**config.mk**
```make
export PLATFORM = sky130hd
export DESIGN_NAME = fifo_burst_reader_flat
export DESIGN_NICKNAME = d
export VERILOG_FILES = /design/src/rtl/fifo_burst_reader_if.sv /design/src/rtl/fifo_burst_reader.sv /design/src/flat_wrapper.sv
export SDC_FILE = /design/constraint.sdc
export NUM_CORES = 1
export LEC_CHECK = 0
export ABC_CLOCK_PERIOD_IN_PS = 3400
export BUFFER_PORTS_ARGS = -buffer_cell sky130_fd_sc_hd__buf_2
export CAP_MARGIN = 20
export CORE_ASPECT_RATIO = 0.7
export CORE_MARGIN = 2
export CORE_UTILIZATION = 45
export DETAILED_ROUTE_END_ITERATION = 7
export HOLD_SLACK_MARGIN = 0.05
export PLACE_DENSITY = 0.67
export SLEW_MARGIN = 5
export SYNTH_ARGS = -nofsm -noshare
export SYNTH_HDL_FRONTEND = slang
export SYNTH_SLANG_ARGS = --single-unit
```
**constraint.sdc**
```tcl
create_clock -name rd_clk -period 3.4 [get_ports rd_clk]
set_input_delay 0.17 -clock rd_clk [delete_from_list [all_inputs] [get_ports rd_clk]]
set_output_delay 0.17 -clock rd_clk [all_outputs]
set_load 0.01 [all_outputs]
```
**src/rtl/fifo_burst_reader_if.sv**
```systemverilog
// Reader bus: FIFO pop side plus the valid/ready output stream, grouped for one port.
interface fifo_burst_reader_if #(
    parameter int DATA_WIDTH = 8
);
    logic                  fifo_empty;
    logic                  fifo_almost_empty;
    logic [DATA_WIDTH-1:0] fifo_data;
    logic                  fifo_rd_en;
    logic                  m_valid;
    logic [DATA_WIDTH-1:0] m_data;
    logic                  m_last;
    logic                  m_ready;

    modport master (
        input  fifo_empty, fifo_almost_empty, fifo_data, m_ready,
        output fifo_rd_en, m_valid, m_data, m_last
    );

    modport slave (
        output fifo_empty, fifo_almost_empty, fifo_data, m_ready,
        input  fifo_rd_en, m_valid, m_data, m_last
    );
endinterface

```
**src/rtl/fifo_burst_reader.sv**
```systemverilog
// Burst drainer for the async FIFO read side: pops in bursts (1-cycle data latency) into a 2-entry buffer
// feeding a valid/ready stream; pops only when the buffer has room, so m_ready backpressure stalls the FIFO.
module fifo_burst_reader #(
    parameter int DATA_WIDTH = 8,
    parameter int BURST_LEN  = 16,
    parameter int TIMEOUT    = 32
) (
    input  logic                 rd_clk,
    input  logic                 rst_n,
    fifo_burst_reader_if.master  bus,
    input  logic                 wc_load_i,
    input  logic [15:0]          wc_load_val_i,
    output logic                 busy,
    output logic [15:0]          word_count
);
    localparam int IW = $clog2(BURST_LEN + 1);
    localparam int TW = $clog2(TIMEOUT + 1);
    localparam logic [IW-1:0] ISSUED_MAX = IW'(BURST_LEN);
    localparam logic [TW-1:0] TIMER_LAST = TW'(TIMEOUT - 1);

    typedef enum logic [1:0] {
        IDLE  = 2'd0,
        WAIT  = 2'd1,
        BURST = 2'd2
    } state_t;

    // rel=0 marks the burst's youngest word whose m_last value is not yet decided.
    typedef struct packed {
        logic                  rel;
        logic                  last;
        logic [DATA_WIDTH-1:0] dat;
    } ent_t;

    state_t        state_q, state_d;
    logic [TW-1:0] timer_q, timer_d;
    logic [IW-1:0] issued_q, issued_d;
    logic          inflight_q;
    ent_t          e0_q, e0_d, e1_q, e1_d;
    ent_t          new_ent;
    logic [1:0]    cnt_q, cnt_d;
    logic [15:0]   wc_q, wc_d;

    logic          m_valid_w;
    logic          out_pop;
    logic          fifo_pop;
    logic          burst_exit;
    logic [2:0]    occ;

    assign m_valid_w   = (cnt_q != 2'd0) && e0_q.rel;
    assign out_pop     = m_valid_w && bus.m_ready;
    assign bus.m_valid = m_valid_w;
    assign bus.m_data  = e0_q.dat;
    assign bus.m_last  = m_valid_w && e0_q.last;

    // Occupancy after this edge if we do not pop: buffered + in flight - leaving downstream.
    assign occ      = 3'(cnt_q) + 3'(inflight_q) - 3'(out_pop);
    assign fifo_pop = (state_q == BURST) && !bus.fifo_empty
                      && (issued_q < ISSUED_MAX) && (occ < 3'd2);
    assign bus.fifo_rd_en = fifo_pop;

    assign busy       = (state_q != IDLE) || (cnt_q != 2'd0);
    assign word_count = wc_q;

    always_comb begin
        state_d    = state_q;
        timer_d    = timer_q;
        issued_d   = issued_q;
        burst_exit = 1'b0;
        case (state_q)
            IDLE: begin
                timer_d = '0;
                if (!bus.fifo_empty) begin
                    state_d = WAIT;
                end
            end
            WAIT: begin
                timer_d = timer_q + TW'(1);
                if (!bus.fifo_almost_empty || (timer_q == TIMER_LAST)) begin
                    state_d  = BURST;
                    issued_d = '0;
                end
            end
            BURST: begin
                if (fifo_pop) begin
                    issued_d = issued_q + IW'(1);
                end
                if ((issued_q == ISSUED_MAX) || (bus.fifo_empty && !fifo_pop)) begin
                    state_d    = IDLE;
                    burst_exit = 1'b1;
                end
            end
            default: begin
                state_d = IDLE;
            end
        endcase
    end

    always_comb begin
        e0_d        = e0_q;
        e1_d        = e1_q;
        cnt_d       = cnt_q;
        new_ent.rel  = fifo_pop || burst_exit;
        new_ent.last = burst_exit;
        new_ent.dat  = bus.fifo_data;
        // A later pop or the end of the burst settles the held tail's m_last.
        if (fifo_pop || burst_exit) begin
            if ((cnt_q != 2'd0) && !e0_d.rel) begin
                e0_d.rel  = 1'b1;
                e0_d.last = burst_exit;
            end
            if ((cnt_q == 2'd2) && !e1_d.rel) begin
                e1_d.rel  = 1'b1;
                e1_d.last = burst_exit;
            end
        end
        if (out_pop) begin
            e0_d  = e1_d;
            e1_d  = '0;
            cnt_d = cnt_d - 2'd1;
        end
        if (inflight_q) begin
            if (cnt_d == 2'd0) begin
                e0_d = new_ent;
            end else begin
                e1_d = new_ent;
            end
            cnt_d = cnt_d + 2'd1;
        end
    end

    always_comb begin
        wc_d = wc_q;
        if (wc_load_i) begin
            wc_d = wc_load_val_i;
        end else if (out_pop) begin
            wc_d = wc_q + 16'd1;
        end
    end

    always_ff @(posedge rd_clk or negedge rst_n) begin
        if (!rst_n) begin
            state_q    <= IDLE;
            timer_q    <= '0;
            issued_q   <= '0;
            inflight_q <= 1'b0;
            e0_q       <= '0;
            e1_q       <= '0;
            cnt_q      <= 2'd0;
            wc_q       <= 16'd0;
        end else begin
            state_q    <= state_d;
            timer_q    <= timer_d;
            issued_q   <= issued_d;
            inflight_q <= fifo_pop;
            e0_q       <= e0_d;
            e1_q       <= e1_d;
            cnt_q      <= cnt_d;
            wc_q       <= wc_d;
        end
    end
endmodule

```
**src/flat_wrapper.sv**
```systemverilog
// flat-port wrapper written by rule: the top's interface ports become plain ports
module fifo_burst_reader_flat 
#(
    parameter int DATA_WIDTH = 8,
    parameter int BURST_LEN  = 16,
    parameter int TIMEOUT    = 32
)
  (rd_clk, rst_n, wc_load_i, wc_load_val_i, busy, word_count, bus_fifo_empty, bus_fifo_almost_empty, bus_fifo_data, bus_m_ready, bus_fifo_rd_en, bus_m_valid, bus_m_data, bus_m_last);
  fifo_burst_reader_if #(.DATA_WIDTH(DATA_WIDTH)) bus_i ();
  input  logic rd_clk;
  input  logic rst_n;
  input  logic wc_load_i;
  input  logic [15:0] wc_load_val_i;
  output logic busy;
  output logic [15:0] word_count;
  input wire logic [$bits(bus_i.fifo_empty)-1:0] bus_fifo_empty;
  input wire logic [$bits(bus_i.fifo_almost_empty)-1:0] bus_fifo_almost_empty;
  input wire logic [$bits(bus_i.fifo_data)-1:0] bus_fifo_data;
  input wire logic [$bits(bus_i.m_ready)-1:0] bus_m_ready;
  output wire logic [$bits(bus_i.fifo_rd_en)-1:0] bus_fifo_rd_en;
  output wire logic [$bits(bus_i.m_valid)-1:0] bus_m_valid;
  output wire logic [$bits(bus_i.m_data)-1:0] bus_m_data;
  output wire logic [$bits(bus_i.m_last)-1:0] bus_m_last;
  assign bus_i.fifo_empty = bus_fifo_empty;
  assign bus_i.fifo_almost_empty = bus_fifo_almost_empty;
  assign bus_i.fifo_data = bus_fifo_data;
  assign bus_i.m_ready = bus_m_ready;
  assign bus_fifo_rd_en = bus_i.fifo_rd_en;
  assign bus_m_valid = bus_i.m_valid;
  assign bus_m_data = bus_i.m_data;
  assign bus_m_last = bus_i.m_last;
  fifo_burst_reader #(.DATA_WIDTH(DATA_WIDTH), .BURST_LEN(BURST_LEN), .TIMEOUT(TIMEOUT)) u_core (.rd_clk(rd_clk), .rst_n(rst_n), .bus(bus_i), .wc_load_i(wc_load_i), .wc_load_val_i(wc_load_val_i), .busy(busy), .word_count(word_count));
endmodule
```
==> results of run 1 <==
-- cell families (layout without fill, tap and decap cells) --
| family | count (synthesis) | count (layout) |
|---|---|---|
| multiplexers | 7 | 7 |
| buffers and inverters | 34 | 82 |
| XOR/XNOR | 15 | 15 |
| AO/OA/AOI/OAI | 52 | 52 |
| adder cells (fa/ha/maj) | 11 | 11 |
| AND/OR/NAND/NOR | 149 | 149 |
| flip-flops | 52 | 52 |
-- worst max-delay path, stage by stage, from the launching register on --
cell      delay [ns]
dfrtp_1         0.53
inv_1           0.08
ha_1            0.26
and3b_1         0.27
xnor2_1         0.10
nand2b_1        0.17
fa_1            0.49
and4bb_4        0.27
nand2_4         0.08
inv_1           0.14
buf_2           0.15
-- registers in the layout, summed over array words and instances (netlist names) --
name               flops
u_core.e0_q            2
u_core.state_q         2
u_core.timer_q         6
u_core.issued_q        5
u_core.inflight_q      1
u_core.e1_q           10
u_core.bus.m_data      8
u_core.word_count     16
u_core.cnt_q           2
-- metrics by stage --
step,worst slack (ns),power (W),utilization (%)
CTS,0.349,0.00224,53.7
detailed placement,0.450,0.00181,51.8
global route,0.190,0.00239,53.7
global placement,0.518,0.00178,51.8
floorplan,0.501,0.00161,-
finish,0.377,0.00222,53.7
-- power groups by stage --
| stage | sequential [W] | combinational (W) | clock [W] |
|---|---|---|---|
| after floorplan | 0.000914 | 0.000695 | 0 |
| after global placement | 0.000934 | 0.000845 | 0 |
| after detailed placement | 0.000943 | 0.000863 | 0 |
| after CTS | 0.000931 | 0.000869 | 0.000436 |
| after global routing | 0.000956 | 0.000976 | 0.000462 |
| final | 0.000932 | 0.000865 | 0.000424 |
-- layout make-up --
cell class                 count  area [µm²]
clock buffer                   6        72.6
clock inverter                 2        35.0
fill                         596        2920
inverter                      12        45.0
multi-input combinational    234        1510
sequential                    52        1300
tap                           78        97.6
timing repair buffer          62         325
-- layer usage --
layer | vias to the layer above | track usage, % | wire [µm]
met5 | - | 0 | 0
met4 | 0 | 3.45 | 40
met3 | 6 | 3.56 | 304
met2 | 58 | 27.3 | 2650
met1 | 1107 | 27.8 | 3370
li1 | 1214 | - | -
-- layout by cell type (no fill, tap or decap), types with 2 or more instances in the layout --
cell type	n
mux2_2	2
o21a_1	2
nor3b_1	4
nor2_1	21
o21ai_0	17
nand2_1	59
nor3_1	6
buf_2	57
inv_1	12
xnor2_1	11
dfrtp_1	52
or4_1	2
a21oi_1	3
mux2i_1	5
and2_1	3
nor2b_1	5
buf_4	4
nand4_1	10
nor4_1	2
o211ai_1	2
a221o_1	4
a31oi_1	9
clkbuf_8	5
nand2b_1	6
a22oi_1	3
xor2_1	3
o31ai_1	4
nor4_2	3
nand3_1	17
ha_1	10
-- how the worst max path moves through the flow --
stage | cells after the start | endpoint | startpoint
2_1_floorplan | 11 | u_core.issued_q[3]$_DFFE_PN0P_ | u_core.cnt_q[1]$_DFF_PN0_
3_3_place_gp | 10 | u_core.issued_q[3]$_DFFE_PN0P_ | u_core.cnt_q[1]$_DFF_PN0_
3_5_place_dp | 10 | u_core.issued_q[3]$_DFFE_PN0P_ | u_core.cnt_q[1]$_DFF_PN0_
4_1_cts | 10 | bus_fifo_rd_en | u_core.cnt_q[1]$_DFF_PN0_
5_1_grt | 10 | bus_fifo_rd_en | u_core.cnt_q[1]$_DFF_PN0_
6_report | 10 | bus_fifo_rd_en | u_core.cnt_q[1]$_DFF_PN0_
==> results.ini, run 1 <==
[status]
outcome=completed

[placement]
dp.final_hpwl_um=4550
gp_congestion=0.865
placed_cells=437
place_area_mm2=0.00327
numPortBuffers=57

[clock_tree]
clk_latency_ns=0.30
cts.sinks=52
clk_path_buf_depth=2
ctsHoldBuffers=1
htree_levels=2
cts_root_buf=clkbuf_8
clk_pin_slew_ns=0.09
cts_resized=0
post_cts_buffers=0
cts_tree=yes
cts_made_buffers=5

[synth]
synth_area_leader_cell=dfrtp_1
synth-xor-area-share_pct=5.05
synth_compound_area_share_pct=12.1
synth_simple_gate_area_share_pct=26.3
synth_area_leaders=dfrtp_1 (44%), nand2_1 (7.4%), ha_1 (4.2%)
synth-adder-area-share_pct=4.88
syn_area_mm2=0.00297
ys_seq_area_share_pct=43.8
ys_warn_count=0
synthFlopType=dfrtp_1
postSynthCellCount=320
yosysMostFrequentCell=nand2_1
synth_top_family_by_area=simple AND/OR/NAND/NOR gates
synthDistinctLibCells=52
synthMuxAreaShare_pct=2.44
synthesis.nets=361
ys_async_sr_fraction_pct=100
synth-edff-count=0
synth_top_cell_area_share_pct=43.8
ys_top_cells_by_count=nand2_1 (59), dfrtp_1 (52), nor2_1 (21)
synth-seq-cells=52
syn_avg_cell_area_um2=9.29

[floorplan]
die_w_um=101
coreArea_mm2=0.00631
rows=24
dieArea_mm2=0.00728
die_y_um=72.0
io_pins=58
initial_utilization_pct=47.1

[timing]
whs_ns=0.0671
min_period_ns=3.02
slew_violations=0
rsz0062_at_grt=no
setup_viol=0
worst_pin_slew_ns=0.749
hold_viol_final=0
tns_ns=0
period_share_pct=88.9
fmax_ghz=0.331
fin_skew_ns=0.00728
max_slew_margin_pct=50.0

[cells_and_area]
fin_nets=408
syn_to_final_growth_pct=13.9
final_area_mm2=0.00339
drive_above_1_share_pct=22.0
antenna_cells=0
fin_cells=446

[worst_setup_path]
reg2reg_slack_ns=0.43
worst_r2r_endpoint=u_core.issued_q[3]$_DFFE_PN0P_
r2r_cells=10
crit_arrival_ns=2.85
cp-end-kind=primary output
critPathMaxFanout=8
start_kind=register
r2r-start=u_core.cnt_q[1]$_DFF_PN0_
criticalPathCategory=reg -> out
crit_required_ns=3.23

[routing]
wire_per_inst_um=14.3
vias_per_cell=5.35
wl_um=6370
drt_pass1_iterations=4
drt_iter0_drc=119
antenna_left=0
vias=2385
drc_errors=0

[min_path]
min_from=bus_fifo_data[0]
hold_end=u_core.e1_q[0]$_DFF_PN0_
holdPathStages=3
hold_class=in -> reg

[power_and_ir_drop]
p_sw_share_pct=37.5
power.density_mw_per_mm2=656
p_leak_nw=1.57
intPower_w=0.00139
p_switching_w=0.000833
ir_worst_vdd_mv=0.259
seqPwrFrac_pct=42.0
power_frac_clock_pct=19.1
comb_power_share_pct=38.9

[grt]
grt_pass1_wl_um=10700
grt_max_degree=39
grt_pass1_vias=2231
grt_overflow=0
antenna_found_initial=0
grt_use_total_pct=18.2

[run]
cap_violations=0

Power figures use the tool's default switching activity.
==> run 2: changes to the inputs <==
Settings changed: CORE_ASPECT_RATIO 0.7 to 0.5, CORE_UTILIZATION 45 to 55, PLACE_DENSITY 0.67 to 0.8.
==> results.ini, run 2 (synthesis gave the netlist of run 1 again) <==
[clock_tree]
cts_root_buf=clkbuf_8  ; unchanged
cts_made_buffers=5  ; unchanged
htree_levels=2  ; unchanged
clk_latency_ns=0.31  ; was 0.30 ns
post_cts_buffers=0  ; unchanged
clk_pin_slew_ns=0.10  ; was 0.09 ns
clk_path_buf_depth=2  ; unchanged
cts.sinks=52  ; unchanged
cts_tree=yes  ; unchanged

[worst_setup_path]
reg2reg_slack_ns=0.34  ; was 0.43 ns
cp-endpoint=u_core.issued_q[3]$_DFFE_PN0P_  ; was bus_fifo_rd_en
start_kind=register  ; unchanged
r2r_cells=10  ; unchanged
crit_required_ns=3.63  ; was 3.23 ns
r2r-start=u_core.cnt_q[1]$_DFF_PN0_  ; unchanged
crit_arrival_ns=3.29  ; was 2.85 ns
cp-end-kind=register  ; was primary output
worst_r2r_endpoint=u_core.issued_q[3]$_DFFE_PN0P_  ; unchanged
criticalPathCategory=reg -> reg  ; was reg -> out
worstSetupStartpoint=u_core.cnt_q[1]$_DFF_PN0_  ; unchanged
critPathMaxFanout=8  ; unchanged

[cells_and_area]
fin_nets=408  ; unchanged
largest_reg_flops=16  ; unchanged
layout_common_cells=nand2_1 (59), buf_2 (57), dfrtp_1 (52)  ; unchanged
final_common_cell=nand2_1  ; unchanged
drive_above_1_share_pct=22.3  ; was 22.0%
multiInputGateArea_mm2=0.00151  ; unchanged
antenna_cells=0  ; unchanged
syn_to_final_growth_pct=13.7  ; was 13.9%
nFillCells=389  ; was 596
fin_cells=438  ; was 446
ff_latch_area_mm2=0.00130  ; unchanged

[routing]
drc_errors=0  ; unchanged
drt_iter0_drc=138  ; was 119
drt_pass1_iterations=5  ; was 4
antenna_left=0  ; unchanged
vias_per_cell=5.71  ; was 5.35
wire_per_inst_um=14.6  ; was 14.3 µm
vias=2499  ; was 2385
wl_um=6410  ; was 6370 µm

[floorplan]
die_w_um=108  ; was 101 µm
die_y_um=56.0  ; was 72.0 µm
dieArea_mm2=0.00604  ; was 0.00728 mm²
rows=18  ; was 24
coreArea_mm2=0.00507  ; was 0.00631 mm²
io_pins=58  ; unchanged
initial_utilization_pct=58.7  ; was 47.1%

[timing]
tns_ns=0  ; unchanged
min_period_ns=3.06  ; was 3.02 ns
max_slew_margin_pct=39.0  ; was 50.0%
fin_ws_ns=0.344  ; was 0.377 ns
setup_viol=0  ; unchanged
hold_viol_final=0  ; unchanged
fin_skew_ns=0.00736  ; was 0.00728 ns
worst_pin_slew_ns=0.915  ; was 0.749 ns
fmax_ghz=0.327  ; was 0.331 GHz
slew_violations=0  ; unchanged
period_share_pct=89.9  ; was 88.9%
rsz0062_at_grt=no  ; unchanged

[grt]
grt_overflow=0  ; unchanged
antenna_found_initial=0  ; unchanged
grt_pass1_wl_um=11000  ; was 10700 µm
grt_pass1_vias=2390  ; was 2231
grt_use_total_pct=22.9  ; was 18.2%
grt_max_degree=42  ; was 39

[power_and_ir_drop]
intPower_w=0.00139  ; about the same
power.density_mw_per_mm2=660  ; was 656 mW/mm²
p_switching_w=0.000844  ; was 0.000833 W
p_sw_share_pct=37.8  ; was 37.5%
p_leak_nw=1.57  ; about the same
power_frac_clock_pct=19.2  ; was 19.1%
seqPwrFrac_pct=41.8  ; was 42.0%
totalPowerFinal_w=0.00223  ; was 0.00222 W
comb_power_share_pct=39.0  ; was 38.9%
ir_worst_vdd_mv=0.365  ; was 0.259 mV

[run]
cap_violations=0  ; unchanged

[placement]
placed_cells=429  ; was 437
gp_congestion=0.900  ; was 0.865
dp_slack_ns=0.357  ; was 0.450 ns
numPortBuffers=57  ; unchanged
dp.final_hpwl_um=4610  ; was 4550 µm

[status]
outcome=completed  ; unchanged

[min_path]
hold_class=in -> reg  ; unchanged

-- run 2: worst max-delay path, cell delays in order, from the launching register on --
cell      delay, ns
dfrtp_1        0.54
inv_1          0.09
ha_1           0.27
and3b_1        0.27
xnor2_1        0.10
nand2b_1       0.18
fa_1           0.50
and4bb_4       0.27
nand2_4        0.08
or4_1          0.51
a21oi_1        0.17
-- run 2: worst min path at each step --
| stage | from | end | slack, ns | depth (start not counted) |
|---|---|---|---|---|
| floorplan | rst_n | u_core.bus.m_data[0]$_DFF_PN0_ | -0.13 | 0 |
| global route | bus_fifo_data[1] | u_core.e1_q[1]$_DFF_PN0_ | 0.06 | 3 |
| finish | wc_load_val_i[3] | u_core.word_count[3]$_DFFE_PN0P_ | 0.06 | 3 |
| CTS | bus_fifo_data[3] | u_core.e1_q[3]$_DFF_PN0_ | 0.06 | 3 |
| global placement | rst_n | u_core.e1_q[0]$_DFF_PN0_ | 0.34 | 1 |
| detailed placement | rst_n | u_core.bus.m_data[0]$_DFF_PN0_ | 0.36 | 1 |
-- run 2: power by group through the flow --
| stage | registers [W] | logic, W | clock network, W |
|---|---|---|---|
| floorplan | 0.000914 | 0.000695 | 0 |
| global placement | 0.000928 | 0.000831 | 0 |
| detailed placement | 0.000940 | 0.000866 | 0 |
| CTS | 0.000930 | 0.000876 | 0.000440 |
| global route | 0.000957 | 0.000978 | 0.000471 |
| finish | 0.000932 | 0.000870 | 0.000429 |
-- run 2: layer usage --
layer | up-vias | global-route usage [%] | part of all wire, % | routed length [µm]
li1 | 1208 | - | - | -
met1 | 1206 | 30.0 | 44 | 2850
met2 | 73 | 38.1 | 49 | 3130
met3 | 12 | 5.50 | 5.3 | 338
met4 | 0 | 6.59 | 1.5 | 93
met5 | - | 0 | 0 | 0
-- run 2: area by class of cell --
class	count	area share (%)
Clock buffer	5	2.04
Clock inverter	3	1.26
Inverter	12	1.33
Multi-Input combinational cell	234	44.7
Sequential cell	52	38.5
Tap cell	70	2.59
Timing Repair Buffer	62	9.63
-- run 2: per-stage QoR --
stage	cell area (µm²)	util, %	hold slack, ns
5_1_grt	3380	66.7	0.0593
3_3_place_gp	3260	64.3	0.338
6_report	3380	66.7	0.0595
4_1_cts	3380	66.7	0.0561
3_5_place_dp	3260	64.3	0.356
2_1_floorplan	2970	-	-0.126
-- run 2: what timing repair did --
action / 4_1_cts / 5_1_grt
hold buffers: 1 / 0
endpoints found under the hold margin: 40 / 0
gates resized for setup: 0 / 0
